[src/rtl/fetch_queue.sv]
// fetch_queue: instruction-fetch front end with a DEPTH-entry in-order queue and redirect flush
// Ports: clk, rst (asynchronous, active-low); imem_req_* issue sequential fetch requests;
// imem_rsp_* in-order, never back-pressured responses; redirect_* EX-stage redirect pulse;
// id_* head instruction handed to ID.
// Define FETCH_PERF_EN to add saturating perf_fetched/perf_dropped counters.
module fetch_queue #(
  parameter int unsigned     XLEN     = 32,
  parameter int unsigned     DEPTH    = 4,
  parameter logic [XLEN-1:0] RESET_PC = '0
) (
  input  logic            clk,
  input  logic            rst,
  output logic            imem_req_valid,
  input  logic            imem_req_ready,
  output logic [XLEN-1:0] imem_req_addr,
  input  logic            imem_rsp_valid,
  input  logic [31:0]     imem_rsp_data,
  input  logic            redirect_valid,
  input  logic [XLEN-1:0] redirect_pc,
  output logic            id_valid,
  input  logic            id_ready,
  output logic [XLEN-1:0] id_pc,
  output logic [31:0]     id_inst
`ifdef FETCH_PERF_EN
  ,
  output logic [31:0]     perf_fetched,
  output logic [31:0]     perf_dropped
`endif
);
  localparam int unsigned AW = (DEPTH > 1) ? $clog2(DEPTH) : 1;
  localparam int unsigned CW = AW + 1;
  localparam logic [CW:0] DEPTH_C = (CW+1)'(DEPTH);
  logic [XLEN-1:0] fetch_pc_q, fetch_pc_d;
  logic [XLEN-1:0] pc_q [DEPTH];
  logic [XLEN-1:0] pc_d [DEPTH];
  logic [31:0]     inst_q [DEPTH];
  logic [31:0]     inst_d [DEPTH];
  logic [DEPTH-1:0] filled_q, filled_d;
  logic [AW-1:0]   head_q, head_d, alloc_q, alloc_d, fill_q, fill_d;
  logic [CW-1:0]   cnt_q, cnt_d, pend_q, pend_d, drop_cnt_q, drop_cnt_d;
  logic [XLEN-1:0] last_pc_q, last_pc_d;
  logic [31:0]     last_inst_q, last_inst_d;
  logic credit_ok, req_fire, id_fire, head_filled, rsp_drop, rsp_fill;
  logic unused_pc_lsb;
  assign unused_pc_lsb = ^redirect_pc[1:0];
  // credit counts allocated entries plus responses still owed to a flushed stream
  assign credit_ok      = ({1'b0, cnt_q} + {1'b0, drop_cnt_q}) < DEPTH_C;
  assign imem_req_valid = rst && credit_ok && !redirect_valid;
  assign imem_req_addr  = fetch_pc_q;
  assign req_fire       = imem_req_valid && imem_req_ready;
  assign head_filled    = filled_q[head_q];
  assign id_valid       = head_filled && !redirect_valid;
  assign id_fire        = id_valid && id_ready;
  // with nothing at the head, keep showing the last presented instruction
  assign id_pc          = head_filled ? pc_q[head_q] : last_pc_q;
  assign id_inst        = head_filled ? inst_q[head_q] : last_inst_q;
  assign rsp_drop       = imem_rsp_valid && (redirect_valid || drop_cnt_q != '0);
  assign rsp_fill       = imem_rsp_valid && !rsp_drop;
  always_comb begin
    fetch_pc_d  = fetch_pc_q;
    pc_d        = pc_q;
    inst_d      = inst_q;
    filled_d    = filled_q;
    head_d      = head_q;
    alloc_d     = alloc_q;
    fill_d      = fill_q;
    cnt_d       = cnt_q;
    pend_d      = pend_q;
    drop_cnt_d  = drop_cnt_q;
    last_pc_d   = id_pc;
    last_inst_d = id_inst;
    if (redirect_valid) begin
      fetch_pc_d = {redirect_pc[XLEN-1:2], 2'b00};
      filled_d   = '0;
      head_d     = '0;
      alloc_d    = '0;
      fill_d     = '0;
      cnt_d      = '0;
      pend_d     = '0;
      // every unfilled entry still has a response on the way; this cycle's one is already gone
      drop_cnt_d = drop_cnt_q + pend_q - CW'(imem_rsp_valid);
    end else begin
      if (id_fire) begin
        filled_d[head_q] = 1'b0;
        head_d           = head_q + AW'(1);
      end
      if (req_fire) begin
        pc_d[alloc_q]     = fetch_pc_q;
        filled_d[alloc_q] = 1'b0;
        alloc_d           = alloc_q + AW'(1);
        fetch_pc_d        = fetch_pc_q + XLEN'(4);
      end
      if (rsp_drop) drop_cnt_d = drop_cnt_q - CW'(1);
      if (rsp_fill) begin
        inst_d[fill_q]   = imem_rsp_data;
        filled_d[fill_q] = 1'b1;
        fill_d           = fill_q + AW'(1);
      end
      cnt_d  = cnt_q + CW'(req_fire) - CW'(id_fire);
      pend_d = pend_q + CW'(req_fire) - CW'(rsp_fill);
    end
  end
  always_ff @(posedge clk or negedge rst) begin
    if (!rst) begin
      fetch_pc_q  <= RESET_PC;
      for (int i = 0; i < DEPTH; i++) begin
        pc_q[i]   <= '0;
        inst_q[i] <= '0;
      end
      filled_q    <= '0;
      head_q      <= '0;
      alloc_q     <= '0;
      fill_q      <= '0;
      cnt_q       <= '0;
      pend_q      <= '0;
      drop_cnt_q  <= '0;
      last_pc_q   <= '0;
      last_inst_q <= '0;
    end else begin
      fetch_pc_q  <= fetch_pc_d;
      pc_q        <= pc_d;
      inst_q      <= inst_d;
      filled_q    <= filled_d;
      head_q      <= head_d;
      alloc_q     <= alloc_d;
      fill_q      <= fill_d;
      cnt_q       <= cnt_d;
      pend_q      <= pend_d;
      drop_cnt_q  <= drop_cnt_d;
      last_pc_q   <= last_pc_d;
      last_inst_q <= last_inst_d;
    end
  end
`ifdef FETCH_PERF_EN
  logic [31:0] perf_fetched_q, perf_fetched_d, perf_dropped_q, perf_dropped_d;
  logic [CW:0] drop_inc;
  function automatic logic [31:0] sat_add(input logic [31:0] a, input logic [CW:0] b);
    logic [32:0] s;
    s = {1'b0, a} + 33'(b);
    return s[32] ? '1 : s[31:0];
  endfunction
  // flushed filled entries plus discarded words; unfilled entries are counted when their word is dropped
  assign drop_inc       = (redirect_valid ? {1'b0, cnt_q - pend_q} : '0) + (CW+1)'(rsp_drop);
  assign perf_fetched_d = sat_add(perf_fetched_q, (CW+1)'(id_fire));
  assign perf_dropped_d = sat_add(perf_dropped_q, drop_inc);
  assign perf_fetched   = perf_fetched_q;
  assign perf_dropped   = perf_dropped_q;
  always_ff @(posedge clk or negedge rst) begin
    if (!rst) begin
      perf_fetched_q <= '0;
      perf_dropped_q <= '0;
    end else begin
      perf_fetched_q <= perf_fetched_d;
      perf_dropped_q <= perf_dropped_d;
    end
  end
`endif
endmodule

[config.mk]
export PLATFORM = sky130hd
export DESIGN_NAME = fetch_queue
export DESIGN_NICKNAME = d
export VERILOG_FILES = /design/src/rtl/fetch_queue.sv
export SDC_FILE = /design/constraint.sdc
export NUM_CORES = 1
export LEC_CHECK = 0
export ABC_AREA = 1
export CAP_MARGIN = 10
export CORE_MARGIN = 3
export CORE_UTILIZATION = 41
export DETAILED_ROUTE_END_ITERATION = 8
export PLACE_DENSITY = 0.6
export REMOVE_ABC_BUFFERS = 1
export SLEW_MARGIN = 20
export SYNTH_ARGS = -nofsm -noshare
export SYNTH_HDL_FRONTEND = slang
export SYNTH_SLANG_ARGS = --single-unit
[constraint.sdc]
create_clock -name clk -period 3.45 [get_ports clk]
set_input_delay 0.69 -clock clk [delete_from_list [all_inputs] [get_ports clk]]
set_output_delay 0.69 -clock clk [all_outputs]
set_load 0.02 [all_outputs]
== Word level (Yosys, flattened, before mapping) ==
Cells that the tools add are included.
Word-level totals
  bits in registers: 371
  input port bits: 70
  output and inout bits: 98
  word-level logic and storage cells: 113
Operators by class
  add/sub/neg operators: 12
  magnitude comparators: 12
  mux-type cells: 40
  bitwise logic cells: 9
  reductions and logical operators: 22
Operator list (number)
  2-to-1 mux 32 bit: 10
  bitwise mux 128 bit: 2
  binary-select mux 32 bit (select 2 bit): 2
  demux 32 bit (select 2 bit): 2
  adder 32 x 3 -> 32 bit (second input constant): 1
  2-to-1 mux 4 bit: 6
  logical AND 1 bit: 12
  2-to-1 mux 2 bit: 6
  2-to-1 mux 3 bit: 4
  >= comparator 3 bit (second input constant): 3
  < comparator 2 x 3 -> 1 bit (second input constant): 3
  inverter 2 -> 3 bit: 3
  subtractor 3 x 1 -> 3 bit: 3
  bitwise AND 4 bit: 2
  inverter 4 bit: 2
  nonzero test 2 bit: 4
  adder 2 x 1 -> 2 bit (second input constant): 3
  adder 3 x 1 -> 3 bit: 2
  demux 1 bit (select 2 bit): 3
  >= comparator 2 x 1 -> 1 bit (second input constant): 3
  < comparator 3 x 1 -> 1 bit (second input constant): 2
  adder 3 x 3 -> 4 bit: 1
  < comparator 4 x 3 -> 1 bit (second input constant): 1
  2-to-1 mux 1 bit: 4
  other kinds (9): 11

== Depth between registers and ports, before layout ==
Gate-level depths: netlist of run 1.
  word-level depth: 14
  gate-level depth with buffers: 13

== Least setup slack after synthesis of run 1 ==
Ideal clock, no wire load.
  kind: reg-to-reg
  from: register drop_cnt_q[2]
  to: register cnt_q[2]
  data arrival time: 2.556 ns
  required time: 3.318 ns
  setup slack: 0.763 ns
  cell stages (with the launch flop): 14
  buffers on the path: 1
  period minus slack after synthesis: 2.687 ns
  cell sequence: dfrtp_1 > ha_1 > inv_1 > nand3b_1 > nor2_4 > nand2_2 > buf_2 > ha_1 > inv_1 > ha_1 > inv_1 > fa_1 > xor2_1 > nor2_1
On the way
  word-level cells in the longest chain between the ends: 8
RTL lines
  start: declaration: RTL line 40  | logic [CW-1:0] cnt_q, cnt_d, pend_q, pend_d, drop_cnt_q, drop_cnt_d;
  start signal: assignment: RTL line 129  | drop_cnt_q <= drop_cnt_d;
  adder 3 x 3 -> 4 bit: RTL line 47  | assign credit_ok = ({1'b0, cnt_q} + {1'b0, drop_cnt_q}) < DEPTH_C;
  < comparator 4 x 3 -> 1 bit: RTL line 47
  logical AND 1 bit (2 in series): RTL line 48  | assign imem_req_valid = rst && credit_ok && !redirect_valid;
  net imem_req_valid: RTL line 13  | output logic imem_req_valid,
  logical AND 1 bit: RTL line 50  | assign req_fire = imem_req_valid && imem_req_ready;
  adder 3 x 1 -> 3 bit: RTL line 99  | cnt_d = cnt_q + CW'(req_fire) - CW'(id_fire);
  subtractor 3 x 1 -> 3 bit: RTL line 99
  2-to-1 mux 3 bit: RTL line 72  | if (redirect_valid) begin
  net cnt_d[2]: RTL line 40
  end signal: assignment: RTL line 127  | cnt_q <= cnt_d;
  end: declaration: RTL line 40
The timed path passes the listed nets, and every way through them passes these cells.
A chain may end at the register's enable or synchronous reset.

== Worst setup path after layout of run 1 ==
  from: register head_q[0]
  to: output port id_pc[23]
On the way
  word-level cells in the longest chain between the ends: 5
  elaborated cells on any way between the ends: 7
  classes of those cells: mux (6); bitwise (1)
RTL lines
  start: declaration: RTL line 39  | logic [AW-1:0] head_q, head_d, alloc_q, alloc_d, fill_q, fill_d;
  start signal: assignment: RTL line 111  | head_q <= '0;
  start signal: assignment: RTL line 124  | head_q <= head_d;
  inverter 2 -> 3 bit (implied by the code): RTL line 55  | assign id_pc = head_filled ? pc_q[head_q] : last_pc_q;
  binary-select mux 32 bit (select 2 bit): RTL line 55
  2-to-1 mux 32 bit (implied by the code) (2 in series): RTL line 55
  2-to-1 mux 32 bit (*): RTL line 55
  end: declaration: RTL line 22  | output logic [XLEN-1:0] id_pc,
Mark *: on every way between the ends. The rest lies on a longest branch, timed or not. The select of a mux whose other input is x is not followed.

==> flow_summary_export.csv, run 1 <==
group,metric,value,unit
worst_setup_path,crit_arrival,2540,ps
floorplanning,pin_count,168,
sta,timing.final.max_slew_violations,0,
finish,layout-drive-gt1-share,5.41,%
sta,grt_setup_unrepaired,"false",
sta,worst_clock_skew,9.90,ps
synthesis,synth_top_area_cell,"sky130_fd_sc_hd__dfrtp_1",
sta,final.setup.worst_slack,221,ps
placed_design,place_ws,304,ps
floorplanning,design.die.area,0.0428,mm2
global_route,pin_count_of_the_biggest_net_entering_global_routing,145,
worst_setup_path,max_stage_delay,510,ps
global_route,global_route.usage.total,20.6,%
sta,slew-limit-headroom,36.4,%
synthesis,syn_area,0.0165,mm2
cts,deepest_clock_path_buffer_count,3,
run,timing.max_cap.violations,0,
worst_setup_path,crit_buf_inv,4,
cts,clock_tree_from_tritoncts,"yes",
cts,clkSinkCount,361,
worst_setup_path,worst_setup_path_end_kind,"output port",
finish,fin_nets,2250,
sta,hold_viol_final,0,
sta,final.min_clock_period,3230,ps
placed_design,dp.final_hpwl,27.4,mm
finish,final_cells,2701,
finish,num_antenna_cells,0,
synthesis,post_synth_fa_ha_maj_area_fraction,2.18,%
synthesis,yosys_warnings,0,
placed_design,dp.cells,2626,
cts,cts.reportedPaths.clkPinSlew,60,ps
power_and_ir_drop,power.leakage,9.21,nW
synthesis,ys.flop_type,"sky130_fd_sc_hd__dfrtp_1",
worst_setup_path,worst-endpoint-required,2760,ps
cts,post_cts_hold_buffer_count,0,
route,totalWireLength,43.5,mm
cts,clock-root-buffer,"sky130_fd_sc_hd__clkbuf_16",
synthesis,synth_xor_area_share,0.636,%
cts,htree_num_levels,2,
outcome,run_status,"complete, no violations",
power_and_ir_drop,power.ir.vdd_worst,0.302,mV
synthesis,synth.ff_latch_count,361,
sta,final_setup_violation_count,0,
worst_setup_path,worst-setup-path-type,"register to output port",
synthesis,dominant_combinational_cell_family_by_area_after_synthesis,"simple AND/OR/NAND/NOR gates",
synthesis,post_synthesis_compound_gate_area_fraction,14.4,%
floorplanning,start_util,42.1,%
synthesis,syn_avg_cell_area,8.12,um2
power_and_ir_drop,power.density,756,mW/mm2
synthesis,most_repeated_cell_in_the_gate_level_netlist_after_synthesis,"sky130_fd_sc_hd__nand2_1",
synthesis,synthArstFlopShare,100,%
worst_hold_path,holdCritPathClass,"primary input to async pin",
finish,area_growth,20.4,%
route,route.detailed.wl_per_inst,16.1,um
synthesis,yosys.cell_types.count,28,
sta,final.hold.worst_slack,382,ps
cts,cts_inserted_buffers,41,
global_route,first_global_vias,13400,
synthesis,postSynthCellCount,2036,
global_route,grt_pass1_wl,70.8,mm
synthesis,synthTopCellsByArea,"sky130_fd_sc_hd__dfrtp_1 (55%), sky130_fd_sc_hd__nand2_1 (11%), sky130_fd_sc_hd__o21ai_0 (9.7%), sky130_fd_sc_hd__nor2_1 (8.2%), sky130_fd_sc_hd__inv_1 (2.7%)",
worst_setup_path,crit_path_start_kind,"register",
synthesis,yosys.area.top_type_share,54.6,%
floorplanning,dieWidth,207,um
route,via_count,13700,
floorplanning,coreArea,0.0393,mm2
floorplanning,rows,72,
worst_setup_path,path_max_fanout,26,
placed_design,gpl.final_weighted_congestion,0.885,
sta,timing.fmax,310,MHz
synthesis,yosys-mux-area-fraction,0,%
route,detail_route.vias_per_cell,5.07,
synthesis,synth.top_cells.by_count,"sky130_fd_sc_hd__nand2_1 (503), sky130_fd_sc_hd__dfrtp_1 (361), sky130_fd_sc_hd__nor2_1 (360)",
sta,final.period_utilization,93.6,%
worst_setup_path,critical_path.top_delay_family,"buffers and inverters",
synthesis,synth_seq_area_share,54.6,%
route,remaining_routing_drc_violations,0,
global_route,gr-total-overflow,0,
route,number_of_drc_markers_after_the_initial_detailed_route_iteration,1065,
placed_design,numPortBuffers,163,
synthesis,synth-edff-count,0,
worst_setup_path,worst_path_max_delay_cell,"sky130_fd_sc_hd__dfrtp_4",
worst_setup_path,critical_path.cell_chain,"clkinv_2, nand2_1, nand3_1, nand2_2, inv_4, buf_12, nor2_1, a31oi_1, dlygate4sd2_1",
synthesis,synth-simple-area-share,21.8,%
sta,worst-slew-pin-transition,955,ps
floorplanning,die_y,207,um
global_route,grt_antenna_before_repair,0,
route,ant_nets,0,
route,detailedRoute.firstPassIterationCount,5,
cts,clock_insertion_delay_worst_skew,540,ps
-- area by class of cell --
type,count,area [um2]
clock buffer,62,1220
clock inverter,11,88.8
fill,3896,19400
inverter,126,479
multi-input combinational,1427,6480
sequential,361,9040
tap,518,648
timing repair buffer,196,1950
-- placed cells by master (no fill, tap or decap), types with 2 or more instances in the layout --
master                            netlist  routed
sky130_fd_sc_hd__nand2_2                1       6
sky130_fd_sc_hd__clkinv_2               0       8
sky130_fd_sc_hd__o21ai_0              320     320
sky130_fd_sc_hd__nor2_1               360     360
sky130_fd_sc_hd__clkinvlp_4             0       2
sky130_fd_sc_hd__clkbuf_1              43      12
sky130_fd_sc_hd__xnor2_1                6       6
sky130_fd_sc_hd__ha_1                  24      24
sky130_fd_sc_hd__buf_6                  3       2
sky130_fd_sc_hd__dlygate4sd2_1          0      61
sky130_fd_sc_hd__fa_1                   3       3
sky130_fd_sc_hd__nand3_2                4       4
sky130_fd_sc_hd__inv_4                  0       2
sky130_fd_sc_hd__clkbuf_16              0      43
sky130_fd_sc_hd__nand2_1              503     498
sky130_fd_sc_hd__a31oi_1               62      60
sky130_fd_sc_hd__buf_12                 0      10
sky130_fd_sc_hd__inv_1                121     121
sky130_fd_sc_hd__conb_1                 1       2
sky130_fd_sc_hd__inv_2                  5       2
sky130_fd_sc_hd__o21ai_1               62      62
sky130_fd_sc_hd__dfrtp_1              361     359
sky130_fd_sc_hd__a21oi_1                9       9
sky130_fd_sc_hd__nand3_1               56      56
sky130_fd_sc_hd__o211ai_1               4       4
sky130_fd_sc_hd__clkbuf_8               0       7
sky130_fd_sc_hd__a31oi_2                0       2
sky130_fd_sc_hd__buf_4                  2      20
sky130_fd_sc_hd__clkdlybuf4s50_1        0      99
sky130_fd_sc_hd__xor2_1                 6       6
-- registers in the layout, summed over array words and instances, names as in the netlist --
register	flops
filled_q	4
imem_req_addr	30
pc_q	120
drop_cnt_q	3
cnt_q	3
pend_q	3
head_q	2
fill_q	2
inst_q	128
alloc_q	2
last_pc_q	32
last_inst_q	32
-- repair_timing --
item,CTS,global route
setup endpoints to repair,63,41
setup buffers,0,2
resized for setup,67,4
-- worst paths after layout --
path	slack, ps	from	cells after the start	endpoint
setup / recovery	220	head_q[0]	9	id_pc[23]
hold / removal	380	rst	2	inst_q[53]
setup reg to reg	840	drop_cnt_q[2]	12	cnt_q[2]
hold reg to reg	480	inst_q[74]	2	inst_q[74]
max in group asynchronous	1530	rst	3	last_pc_q[25]
min in group clk	450	redirect_valid	2	cnt_q[1]
-- stage by stage --
step	TNS [ps]	utilization, %	power (mW)	instance area (um2)
after CTS	-5.46	50.6	15.2	19900
final	0	50.7	15.0	19900
after global placement	0	47.4	11.2	18600
after detailed placement	0	47.4	11.3	18600
after global routing	0	50.7	16.1	19900
after floorplan	-270130	-	9.00	16000
-- power by group --
group          internal, mW  switching [mW]
combinational          1.79            2.97
sequential             5.44           0.628
clock                  2.51            1.70
-- cells by family after synthesis --
group / count (synthesis)
simple gates: 929
compound gates: 457
flops: 361
buf+inv: 249
fa+ha+maj: 27
xor+xnor: 12
other cells: 1
-- metal layers --
| metal | vias to the layer above | share of wire, % | global-route usage [%] |
|---|---|---|---|
| met5 | - | 0 | 0 |
| met4 | 0 | 1.8 | 4.70 |
| met3 | 56 | 5.3 | 3.18 |
| met2 | 350 | 46 | 33.9 |
| met1 | 6484 | 47 | 29.0 |
| li1 | 6792 | - | - |
No activity file was read; power rests on OpenSTA's default activity.
==> inputs of run 2 (changes only) <==
Settings changed: GPL_ROUTABILITY_DRIVEN set to 0.
==> results of run 2 <==
Same layout as run 1: the final DEF is identical, and so are final timing and power.
